**config.mk**
```make
export PLATFORM = sky130hd
export DESIGN_NAME = serial_word_input
export DESIGN_NICKNAME = d
export VERILOG_FILES = /design/src/rtl/serial_word_input.sv
export SDC_FILE = /design/constraint.sdc
export NUM_CORES = 1
export LEC_CHECK = 0
export ABC_AREA = 1
export BUFFER_PORTS_ARGS = -buffer_cell sky130_fd_sc_hd__buf_2
export CAP_MARGIN = 25
export CORE_ASPECT_RATIO = 1.5
export CORE_UTILIZATION = 60
export CTS_CLUSTER_DIAMETER = 100
export DETAILED_ROUTE_END_ITERATION = 12
export GPL_TIMING_DRIVEN = 0
export PLACE_DENSITY = 0.78
export REMOVE_ABC_BUFFERS = 1
export SLEW_MARGIN = 20
export SYNTH_ARGS = -nofsm -noshare
export SYNTH_HDL_FRONTEND = slang
export SYNTH_SLANG_ARGS = --single-unit
```
**constraint.sdc**
```tcl
create_clock -name clk -period 4.67 [get_ports clk]
set_input_delay 0.467 -clock clk [delete_from_list [all_inputs] [get_ports clk]]
set_output_delay 0.467 -clock clk [all_outputs]
set_load 0.01 [all_outputs]
```
**src/rtl/serial_word_input.sv**
```systemverilog
// UART receiver that assembles four bytes (little-endian) into a 32-bit word
// and queues completed words in a 4-entry FIFO with ready-to-receive flow control.
module serial_word_input #(
  parameter int clock_frequency = 50000000,
  parameter int baud_rate       = 115200
) (
  input  logic        clk,
  input  logic        rst_n,
  input  logic        rx,
  output logic        rtr,
  output logic [31:0] out1,
  output logic        out1_stb,
  input  logic        out1_ack,
  output logic        framing_error,
  output logic        overflow
);

  localparam int CPB  = clock_frequency / baud_rate;
  localparam int HALF = CPB / 2;
  localparam int TW   = (CPB > 2) ? $clog2(CPB) : 1;
  localparam logic [TW-1:0] BIT_LOAD   = TW'(CPB - 1);
  localparam logic [TW-1:0] HALF_LOAD  = TW'((HALF > 0) ? (HALF - 1) : 0);
  localparam logic [TW-1:0] TIMER_ZERO = TW'(0);
  localparam logic [TW-1:0] TIMER_ONE  = TW'(1);

  typedef enum logic [1:0] {
    ST_IDLE  = 2'd0,
    ST_START = 2'd1,
    ST_DATA  = 2'd2,
    ST_STOP  = 2'd3
  } state_t;

  logic          rx_meta_q;
  logic          rx_sync_q;
  state_t        state_q, state_d;
  logic [TW-1:0] timer_q, timer_d;
  logic [2:0]    bit_idx_q, bit_idx_d;
  logic [7:0]    shift_q, shift_d;
  logic [1:0]    byte_cnt_q, byte_cnt_d;
  logic [23:0]   word_q, word_d;
  logic          push_s;
  logic [31:0]   push_word_s;
  logic          fe_s;
  logic          timer_exp_s;

  logic [31:0]   mem_q [4];
  logic [1:0]    wr_ptr_q;
  logic [1:0]    rd_ptr_q;
  logic [2:0]    count_q, count_d;
  logic          pop_s;
  logic          push_ok_s;
  logic          ovf_s;
  logic          rtr_q;
  logic          framing_error_q;
  logic          overflow_q;

  assign timer_exp_s = (timer_q == TIMER_ZERO);

  // Receive FSM: bit timing, byte shifting and little-endian word assembly.
  always_comb begin
    state_d     = state_q;
    timer_d     = timer_q;
    bit_idx_d   = bit_idx_q;
    shift_d     = shift_q;
    byte_cnt_d  = byte_cnt_q;
    word_d      = word_q;
    push_s      = 1'b0;
    push_word_s = {shift_q, word_q};
    fe_s        = 1'b0;
    case (state_q)
      ST_IDLE: begin
        if (!rx_sync_q) begin
          state_d = ST_START;
          timer_d = HALF_LOAD;
        end else begin
          state_d = ST_IDLE;
        end
      end
      ST_START: begin
        if (timer_exp_s) begin
          if (!rx_sync_q) begin
            state_d   = ST_DATA;
            timer_d   = BIT_LOAD;
            bit_idx_d = 3'd0;
          end else begin
            state_d = ST_IDLE;
          end
        end else begin
          timer_d = timer_q - TIMER_ONE;
        end
      end
      ST_DATA: begin
        if (timer_exp_s) begin
          shift_d = {rx_sync_q, shift_q[7:1]};
          timer_d = BIT_LOAD;
          if (bit_idx_q == 3'd7) begin
            state_d = ST_STOP;
          end else begin
            bit_idx_d = bit_idx_q + 3'd1;
          end
        end else begin
          timer_d = timer_q - TIMER_ONE;
        end
      end
      ST_STOP: begin
        if (timer_exp_s) begin
          state_d = ST_IDLE;
          if (rx_sync_q) begin
            byte_cnt_d = byte_cnt_q + 2'd1;
            case (byte_cnt_q)
              2'd0:    word_d[7:0]   = shift_q;
              2'd1:    word_d[15:8]  = shift_q;
              2'd2:    word_d[23:16] = shift_q;
              default: push_s        = 1'b1;
            endcase
          end else begin
            fe_s       = 1'b1;
            byte_cnt_d = 2'd0;
          end
        end else begin
          timer_d = timer_q - TIMER_ONE;
        end
      end
      default: begin
        state_d = ST_IDLE;
      end
    endcase
  end

  // FIFO control: a full FIFO still takes a word when the head leaves in the same cycle.
  always_comb begin
    pop_s     = (count_q != 3'd0) && out1_ack;
    push_ok_s = push_s && ((count_q != 3'd4) || pop_s);
    ovf_s     = push_s && !push_ok_s;
    case ({push_ok_s, pop_s})
      2'b10:   count_d = count_q + 3'd1;
      2'b01:   count_d = count_q - 3'd1;
      default: count_d = count_q;
    endcase
  end

  // State, FIFO and output registers.
  always_ff @(posedge clk) begin
    if (!rst_n) begin
      rx_meta_q       <= 1'b1;
      rx_sync_q       <= 1'b1;
      state_q         <= ST_IDLE;
      timer_q         <= TIMER_ZERO;
      bit_idx_q       <= 3'd0;
      shift_q         <= 8'd0;
      byte_cnt_q      <= 2'd0;
      word_q          <= 24'd0;
      for (int i = 0; i < 4; i++) begin
        mem_q[i] <= 32'd0;
      end
      wr_ptr_q        <= 2'd0;
      rd_ptr_q        <= 2'd0;
      count_q         <= 3'd0;
      rtr_q           <= 1'b0;
      framing_error_q <= 1'b0;
      overflow_q      <= 1'b0;
    end else begin
      rx_meta_q       <= rx;
      rx_sync_q       <= rx_meta_q;
      state_q         <= state_d;
      timer_q         <= timer_d;
      bit_idx_q       <= bit_idx_d;
      shift_q         <= shift_d;
      byte_cnt_q      <= byte_cnt_d;
      word_q          <= word_d;
      if (push_ok_s) begin
        mem_q[wr_ptr_q] <= push_word_s;
        wr_ptr_q        <= wr_ptr_q + 2'd1;
      end
      if (pop_s) begin
        rd_ptr_q <= rd_ptr_q + 2'd1;
      end
      count_q         <= count_d;
      // Deassert at three words so one more in-flight word still fits.
      rtr_q           <= (count_d <= 3'd2);
      framing_error_q <= fe_s;
      overflow_q      <= ovf_s;
    end
  end

  assign out1          = mem_q[rd_ptr_q];
  assign out1_stb      = (count_q != 3'd0);
  assign rtr           = rtr_q;
  assign framing_error = framing_error_q;
  assign overflow      = overflow_q;

endmodule

```
==> metrics.cfg, run 1 <==
[drt]
drtIter0Drc = 644
vias_per_cell = 6.07
first_pass_iters = 5
drc = 0
postRouteWirelength_um = 18700
ant_nets = 0
num_vias = 6190
wl_per_cell_um = 18.4

[flow_run]
max_cap_violations = 0

[setup_path]
crit_type = reg2reg
cpMostUsedCell = nand2_2
worst-path-buf-inv = 4
rr_endpoint = mem_q[0][30]
cp_slowest_cell = nand4_2
reg2reg_depth = 12
crit_required_ps = 4800
arrival_ps = 3360
r2r_setup_slack_ps = 1440
critical_path.cell_chain = inv_1 -> ha_1 -> nand2_2 -> nor2_4 -> nand3_2 -> inv_2 -> nand2_2 -> nor2_4 -> nand4_2 -> buf_16 -> nand2_2 -> buf_12
cp.depth = 12
path_max_fanout = 21
crit_path_max_incr_delay_ps = 480
end_kind = register
cp_top_family = simple AND/OR/NAND/NOR gates
r2r-start = timer_q[0]
startpoint_type = register

[timing]
fin_crit_ps = 3230
tightest_slew_ps = 1020
setup_tns_ps = 0
hold_viol_final = 0
max_slew_margin_pct = 31.7
fin_crit_sh_pct = 69.1
finalMaxSlewViolations = 0
rsz0062_at_grt = false
clock.fmax_mhz = 310
setup_viol = 0
holdWs_ps = 229
fin_ws_ps = 1440
skew_ps = 7.63

[cells_and_area]
drive_gt1_share_pct = 14.8
final_cells = 1019
final_util_pct = 69.6
num_antenna_cells = 0
fin_nets = 862
area_growth_pct = 13.5

[floorplanning]
die_y_um = 145
start_util_pct = 61.3
die-area_sq_um = 14200
pin_count = 40
rows = 52
fp.dieW_um = 97.6
core_area_sq_um = 13400

[cts]
cts_resized = 0
cts_sinks = 190
clock_latency_ps = 430
clk_pin_slew_ps = 60
post_cts_buffers = 0
cts-root-buf = clkbuf_16
holdBufCountCts = 0
cts_tree = done
cts_made_buffers = 17
ctsHtreeMaxLevel = 4
ctsLongestPathBuffers = 2

[logic_synthesis]
synth-edff-count = 128
synth_xor_area_share_pct = 0.426
synth_seq_area_share_pct = 61.9
synth-main-ff-cell = edfxtp_1
synth_cells = 826
avgSynthCellArea_sq_um = 9.95
synth.distinct_cells = 34
synth-compound-area-share_pct = 13.0
yosysWarningCount = 0
ys_ff_latch = 190
yosys.area_share.simple_pct = 16.6
synth.top_cell.area_share_pct = 46.8
synthArstFlopShare_pct = 0
synth.cell_area_sq_um = 8220
synth_common_cells = nor2_1, edfxtp_1, o21ai_0
synth_top_cell_by_area = edfxtp_1
synth_top_family_by_area = simple AND/OR/NAND/NOR gates
yosysMostFrequentCell = nor2_1
synth_adder_area_share_pct = 2.07
synth_mux_area_share_pct = 0
yosys-top-cells-area = edfxtp_1, dfxtp_1, o21ai_0

[hold_path]
hold_depth = 2
worstHoldPathType = in2reg
min-delay-start = rx
hold_end = rx_meta_q

[placement]
place.gp.congestion = 0.839
numPortBuffers = 39
placed_cells = 987
place_ws_ps = 1300
hpwl_um = 11100

[global_routing]
antenna_found_initial = 0
grt_max_degree = 55
overflow = 0
track_usage_pct = 27.1
grt_pass1_vias = 6240
grt_pass1_wl_um = 30200

[power_and_ir_drop]
power_density_nw_per_um2 = 513
ir_drop_mv = 0.353
leakage_uw = 0.00326

[outcome]
status = complete, no violations

## worst max-delay path by stage
stage	startpoint	to	slack [ps]
finish	timer_q[0]	mem_q[0][30]	1440
global route	timer_q[0]	mem_q[0][22]	1250
CTS	timer_q[0]	mem_q[0][27]	1480
detailed placement	rst_n	mem_q[0][11]	1300
global placement	timer_q[0]	mem_q[3][20]	-1690
floorplan	timer_q[0]	mem_q[3][0]	540
## registers in the layout (all words and copies together), names as in the netlist, 2 cells and up, named ones only
| name | flops |
|---|---|
| shift_q | 8 |
| wr_ptr_q | 2 |
| count_q | 3 |
| bit_idx_q | 3 |
| timer_q | 9 |
| word_q | 24 |
| mem_q | 128 |
| rd_ptr_q | 2 |
| byte_cnt_q | 2 |
## per-layer routing
| layer | part of all wire [%] | up-vias | track usage, % |
|---|---|---|---|
| li1 | - | 2910 | - |
| met1 | 39 | 2991 | 32.1 |
| met2 | 54 | 260 | 48.5 |
| met3 | 6.0 | 29 | 4.29 |
| met4 | 1.8 | 0 | 11.3 |
| met5 | 0 | - | 0 |
## layout by cell type, fill, tap and decap left out, types with 2 or more instances in the layout
cell type   synthesis  layout
nor2_2             21      21
nand3_1            17      17
inv_2               1       3
nor2_1            134     134
a211oi_1            3       3
inv_1              66      64
clkbuf_16           0      17
nand4_1             4       4
xnor2_1             2       2
inv_6               0       3
nand2_2             4       4
buf_2              11      39
o22ai_1            32      32
nor2_4              5       5
o21ai_4             0       2
buf_12              0       3
o21ai_0           116     114
xor2_1              2       2
a21oi_1            49      49
buf_8               0       2
dfxtp_1            62      60
bufinv_16           0       5
nor3_1             69      69
or2_2               3       3
buf_16              0       6
edfxtp_1          128     128
nand2_1            36      35
clkinvlp_4          0       3
clkinv_2            0       4
dfxtp_2             0       2
ha_1               12      12
## metrics by stage
stage	instance area (sq um)	power [uW]
2_1_floorplan	7980	2800
3_3_place_gp	8380	3140
3_5_place_dp	8660	3220
4_1_cts	9300	4770
5_1_grt	9330	4990
6_report	9330	4780
## power breakdown
part	leakage, uW	total, uW	switching [uW]	internal (uW)
sequential	0.00177	2020	110	1910
combinational	0.00118	1190	769	417
clock	0.000306	1570	624	949
## logic make-up (layout without fill, tap and decap cells)
kind of cell	after synthesis	in the layout
flops	190	190
buf+inv	119	150
simple gates	297	297
fa+ha+maj	13	13
xor+xnor	4	4
compound gates	203	203
## cell type report
| cell class | count | area, sq um |
|---|---|---|
| timing repair buffer | 51 | 462 |
| tap | 162 | 203 |
| inverter | 68 | 256 |
| multi-input combinational | 517 | 2680 |
| clock buffer | 17 | 425 |
| sequential | 190 | 5090 |
| fill | 925 | 4070 |
| clock inverter | 14 | 214 |
Power figures use the tool's default switching activity.
==> inputs of run 2 (changes only) <==
Clock period 4.67 ns to 3.3 ns, I/O delays scaled along.
==> run 2 against run 1 <==
Count of clock-buffer cells in the layout unchanged. Maximum frequency grew 2.6%. Cell count unchanged. Worst setup slack lost 1300 ps. Sequential cell count unchanged. Core utilization rose by 0.065 points. Cell area is essentially flat. Clock skew about the same. Clock power increased by 41%.
==> metrics.cfg, run 2 (synthesis results as in run 1) <==
[cts]
cts_tree = done  ; unchanged
holdBufCountCts = 0  ; unchanged
clock_latency_ps = 430  ; about the same
clk_pin_slew_ps = 60  ; about the same
ctsLongestPathBuffers = 2  ; unchanged
cts-root-buf = clkbuf_16  ; unchanged
cts_sinks = 190  ; unchanged
ctsHtreeMaxLevel = 4  ; unchanged
cts_made_buffers = 17  ; unchanged

[outcome]
status = complete, no violations  ; unchanged

[timing]
setup_tns_ps = 0  ; unchanged
fin_crit_sh_pct = 95.3  ; was 69.1%
rsz0062_at_grt = false  ; unchanged
max_slew_margin_pct = 33.1  ; was 31.7%
clock.fmax_mhz = 318  ; was 310 MHz
tightest_slew_ps = 1000  ; was 1020 ps
setup_viol = 0  ; unchanged
hold_viol_final = 0  ; unchanged
finalMaxSlewViolations = 0  ; unchanged
skew_ps = 7.69  ; was 7.63 ps
fin_crit_ps = 3140  ; was 3230 ps

[floorplanning]
core_area_sq_um = 13400  ; unchanged
pin_count = 40  ; unchanged
die-area_sq_um = 14200  ; unchanged
fp.dieW_um = 97.6  ; unchanged
rows = 52  ; unchanged
die_y_um = 145  ; unchanged
start_util_pct = 61.3  ; unchanged

[power_and_ir_drop]
power_density_nw_per_um2 = 724  ; was 513 nW/um^2
power_frac_clock_pct = 32.8  ; was 32.9%
ir_drop_mv = 0.499  ; was 0.353 mV
leakage_uw = 0.00326  ; about the same
internal-power_uw = 4640  ; was 3280 uW
pwr-share-comb_pct = 24.9  ; was 24.8%
power.share.switching_pct = 31.4  ; about the same
switching_power_uw = 2120  ; was 1500 uW
pwr-share-seq_pct = 42.3  ; about the same

[setup_path]
end_kind = register  ; unchanged
r2r-start = timer_q[0]  ; unchanged
arrival_ps = 3290  ; was 3360 ps
path_max_fanout = 11  ; was 21
cp-startpoint = timer_q[0]  ; unchanged
crit_required_ps = 3440  ; was 4800 ps
crit_type = reg2reg  ; unchanged
startpoint_type = register  ; unchanged

[drt]
postRouteWirelength_um = 18800  ; was 18700 um
drtIter0Drc = 659  ; was 644
num_vias = 6169  ; was 6190
vias_per_cell = 6.05  ; was 6.07
first_pass_iters = 7  ; was 5
drc = 0  ; unchanged
ant_nets = 0  ; unchanged
wl_per_cell_um = 18.4  ; about the same

[placement]
numPortBuffers = 39  ; unchanged
placed_cells = 987  ; unchanged
place.gp.congestion = 0.839  ; unchanged
hpwl_um = 11100  ; unchanged

[cells_and_area]
top_register = mem_q  ; unchanged
final_cells = 1019  ; unchanged
num_antenna_cells = 0  ; unchanged
final_common_cell = nor2_1  ; unchanged
area_growth_pct = 13.6  ; was 13.5%
fin_nets = 862  ; unchanged
largest_registers = mem_q: 128 flops, word_q: 24 flops, timer_q: 9 flops  ; unchanged
drive_gt1_share_pct = 14.8  ; unchanged
layout_common_cells = nor2_1, edfxtp_1, o21ai_0, nor3_1, inv_1  ; unchanged
largest_reg_flops = 128  ; unchanged

[global_routing]
grt_max_degree = 55  ; unchanged
antenna_found_initial = 0  ; unchanged
track_usage_pct = 27.1  ; unchanged
grt_pass1_wl_um = 30200  ; unchanged
overflow = 0  ; unchanged
grt_pass1_vias = 6240  ; unchanged

[flow_run]
max_cap_violations = 0  ; unchanged

[hold_path]
min-delay-start = rx  ; unchanged
worstHoldPathType = in2reg  ; unchanged

==> run 2: cell counts in the layout (fill, tap and decap cells not counted) <==
Identical to the previous run, type by type.
==> run 2: metrics by stage <==
stage / cell area, sq um / utilization (%) / power [uW] / hold WS, ps / worst slack (ps)
finish: 9340 / 69.7 / 6760 / 92.2 / 155
global route: 9340 / 69.7 / 7070 / 90.2 / 12.8
CTS: 9300 / 69.4 / 6750 / 87.9 / 109
detailed placement: 8660 / 64.6 / 4560 / 404 / 70.1
global placement: 8380 / 62.5 / 4450 / 395 / -3060
floorplan: 7980 / - / 3970 / 393 / -828
==> run 2: path summary, 6_finish.rpt <==
| check | endpoint | slack [ps] | depth (start not counted) |
|---|---|---|---|
| max | mem_q[3][14] | 160 | 11 |
| min reg2reg | rx_sync_q | 420 | 1 |
| max reg2reg | mem_q[3][14] | 160 | 11 |
| min | rx_meta_q | 90 | 2 |
==> run 2: layout make-up <==
| type | count | area [sq um] |
|---|---|---|
| well taps | 162 | 203 |
| flip-flops and latches | 190 | 5090 |
| repair buffers | 51 | 462 |
| multi-input cells | 517 | 2690 |
| inverters | 68 | 256 |
| fillers | 921 | 4070 |
| clock inverters | 14 | 214 |
| clock buffers | 17 | 425 |
==> run 2: power by group through the flow <==
stage                     Sequential, uW  Clock (uW)  Combinational [uW]
final                               2860        2220                1680
after global routing                2880        2330                1860
after CTS                           2860        2230                1660
after detailed placement            2910           0                1650
after global placement              2960           0                1490
after floorplan                     2900           0                1070
==> run 2: what timing repair did <==
item                                    CTS  global route
setup buffers                             0             0
hold endpoints to repair                  0             0
endpoints found under the setup margin    0            21
gates resized for setup                   0             1
==> run 2: worst max-delay path, cell delays in order, from the launching register on <==
cell and delay [ps]:
dfxtp_1 320, inv_1 70, ha_1 260, nand2_2 110
nor2_4 190, nand2_1 150, inv_1 180, nand4_1 370
o31ai_4 610, buf_8 240, buf_8 170, buf_6 170
==> run 2: layer usage <==
layer,vias up,track usage (%),routed length (um)
met5,-,0,0
met4,0,11.3,371
met3,32,4.29,1100
met2,254,48.5,10100
met1,2982,32.1,7180
li1,2901,-,-
==> inputs of run 3 (changes only) <==
Settings changed: CORE_UTILIZATION 60 to 35, PLACE_DENSITY 0.78 to not set.
==> run 3 against run 2 <==
First-iteration DRC count shrank 16%. Combinational power shrank 5%. Die area grew 70%. Core utilization shrank 29 points. Hold slack lost 9.1 ps. Power shrank 2.9%. Maximum frequency grew 5.7%. Non-clock buffer count shrank 1. Via count shrank 3.8%.
==> metrics.cfg, run 3 (synthesis results as in run 1) <==
[power_and_ir_drop]
power_density_nw_per_um2 = 694  ; was 724 nW/um^2
ir_drop_mv = 0.449  ; was 0.499 mV
leakage_uw = 0.00320  ; was 0.00326 uW

[outcome]
status = complete, no violations  ; unchanged

[floorplanning]
pin_count = 40  ; unchanged
core_area_sq_um = 23100  ; was 13400 sq um
fp.dieW_um = 127  ; was 97.6 um
rows = 68  ; was 52
die-area_sq_um = 24100  ; was 14200 sq um
die_y_um = 190  ; was 145 um
start_util_pct = 35.6  ; was 61.3%

[timing]
max_slew_margin_pct = 42.6  ; was 33.1%
skew_ps = 8.78  ; was 7.69 ps
rsz0062_at_grt = false  ; unchanged
fin_crit_ps = 2980  ; was 3140 ps
hold_viol_final = 0  ; unchanged
finalMaxSlewViolations = 0  ; unchanged
tightest_slew_ps = 861  ; was 1000 ps
clock.fmax_mhz = 336  ; was 318 MHz
fin_crit_sh_pct = 90.2  ; was 95.3%
setup_viol = 0  ; unchanged
setup_tns_ps = 0  ; unchanged

[cells_and_area]
drive_gt1_share_pct = 14.9  ; was 14.8%
fill_cells = 2246  ; was 921
top_register = mem_q  ; unchanged
largest_registers = mem_q: 128 flops, word_q: 24 flops, timer_q: 9 flops  ; unchanged
largest_reg_flops = 128  ; unchanged
finalInstanceArea_sq_um = 9460  ; was 9340 sq um
fin_nets = 862  ; unchanged
area_growth_pct = 15.2  ; was 13.6%
layout_common_cells = nor2_1, edfxtp_1, o21ai_0, nor3_1, inv_1  ; unchanged
num_antenna_cells = 0  ; unchanged
final_common_cell = nor2_1  ; unchanged
final_util_pct = 41.0  ; was 69.7%

[setup_path]
reg2reg_depth = 10  ; was 11
path_max_fanout = 10  ; was 11
r2r_setup_slack_ps = 320  ; was 160 ps
arrival_ps = 3120  ; was 3290 ps
r2r-start = timer_q[0]  ; unchanged
startpoint_type = register  ; unchanged
crit_required_ps = 3440  ; about the same
end_kind = register  ; unchanged
cp-startpoint = timer_q[0]  ; unchanged
rr_endpoint = mem_q[3][19]  ; was mem_q[3][14]
crit_end = mem_q[3][19]  ; was mem_q[3][14]
crit_type = reg2reg  ; unchanged

[global_routing]
grt_max_degree = 99  ; was 55
antenna_found_initial = 0  ; unchanged
grt_pass1_vias = 5915  ; was 6240
overflow = 0  ; unchanged
track_usage_pct = 16.4  ; was 27.1%
grt_pass1_wl_um = 30500  ; was 30200 um

[cts]
cts_made_buffers = 17  ; unchanged
clock_latency_ps = 430  ; about the same
cts_tree = done  ; unchanged
cts-root-buf = clkbuf_16  ; unchanged
cts_sinks = 190  ; unchanged
ctsLongestPathBuffers = 2  ; unchanged
post_cts_buffers = 0  ; unchanged
clk_pin_slew_ps = 70  ; was 60 ps
ctsHtreeMaxLevel = 4  ; unchanged

[placement]
place.gp.congestion = 0.763  ; was 0.839
numPortBuffers = 39  ; unchanged
hpwl_um = 11000  ; was 11100 um
dpl_cell_area_sq_um = 8840  ; was 8660 sq um

[drt]
vias_per_cell = 5.06  ; was 6.05
postRouteWirelength_um = 19200  ; was 18800 um
drc = 0  ; unchanged
wl_per_cell_um = 16.4  ; was 18.4 um
num_vias = 5934  ; was 6169
first_pass_iters = 4  ; was 7
ant_nets = 0  ; unchanged
drtIter0Drc = 551  ; was 659

[flow_run]
max_cap_violations = 0  ; unchanged

[hold_path]
worstHoldPathType = in2reg  ; unchanged

[run 3: area by class of cell]
type,instances,area (sq um),area share [%]
Timing Repair Buffer,50,420,4.44
Tap cell,315,394,4.16
Inverter,68,256,2.71
Multi-Input combinational cell,518,2720,28.7
Clock inverter,15,161,1.71
Sequential cell,190,5090,53.8
Clock buffer,17,425,4.49
[run 3: stage by stage]
| stage | total power (uW) | cells | setup slack (ps) | hold slack, ps |
|---|---|---|---|---|
| final | 6570 | 1173 | 324 | 83.2 |
| after CTS | 6620 | 1171 | 90.5 | 69.5 |
| after floorplan | 3970 | 775 | -828 | 393 |
| after global placement | 4550 | 1129 | -3260 | 395 |
| after global routing | 6930 | 1173 | 95.6 | 72.4 |
| after detailed placement | 4600 | 1139 | -140 | 402 |
[run 3: worst min path at each step]
stage	start	end	slack, ps	depth (start not counted)
floorplan	rx_meta_q	rx_sync_q	390	1
global placement	rx_meta_q	rx_sync_q	400	1
detailed placement	rx_meta_q	rx_sync_q	400	1
CTS	rx	rx_meta_q	70	2
global route	rx	rx_meta_q	70	2
finish	rx	rx_meta_q	80	2
[run 3: where the power goes]
part / total (uW) / switching (uW) / internal, uW / leakage (uW)
sequential: 2920 / 214 / 2710 / 0.00177
clock: 2040 / 918 / 1120 / 0.000265
combinational: 1600 / 1030 / 574 / 0.00117
[run 3: what timing repair did]
action	CTS	global route
endpoints found under the setup margin	17	17
resized for setup	1	0
hold buffers	0	0
cloned	0	1
[run 3: worst max-delay path: stages (launching register included)]
cell     delay [ps]
dfxtp_1         330
inv_1            70
ha_1            250
nand2_2         100
nor2_4          180
nand2_1         150
inv_1           170
nand4_1         390
o31ai_4         650
buf_8           230
buf_8           160
[run 3: routing by layer]
layer	share of wire (%)	up-vias	global-route usage, %
met5	0	-	0
met4	1.9	0	6.04
met3	3.6	29	3.04
met2	53	107	29.3
met1	42	2889	19.6
li1	-	2909	-
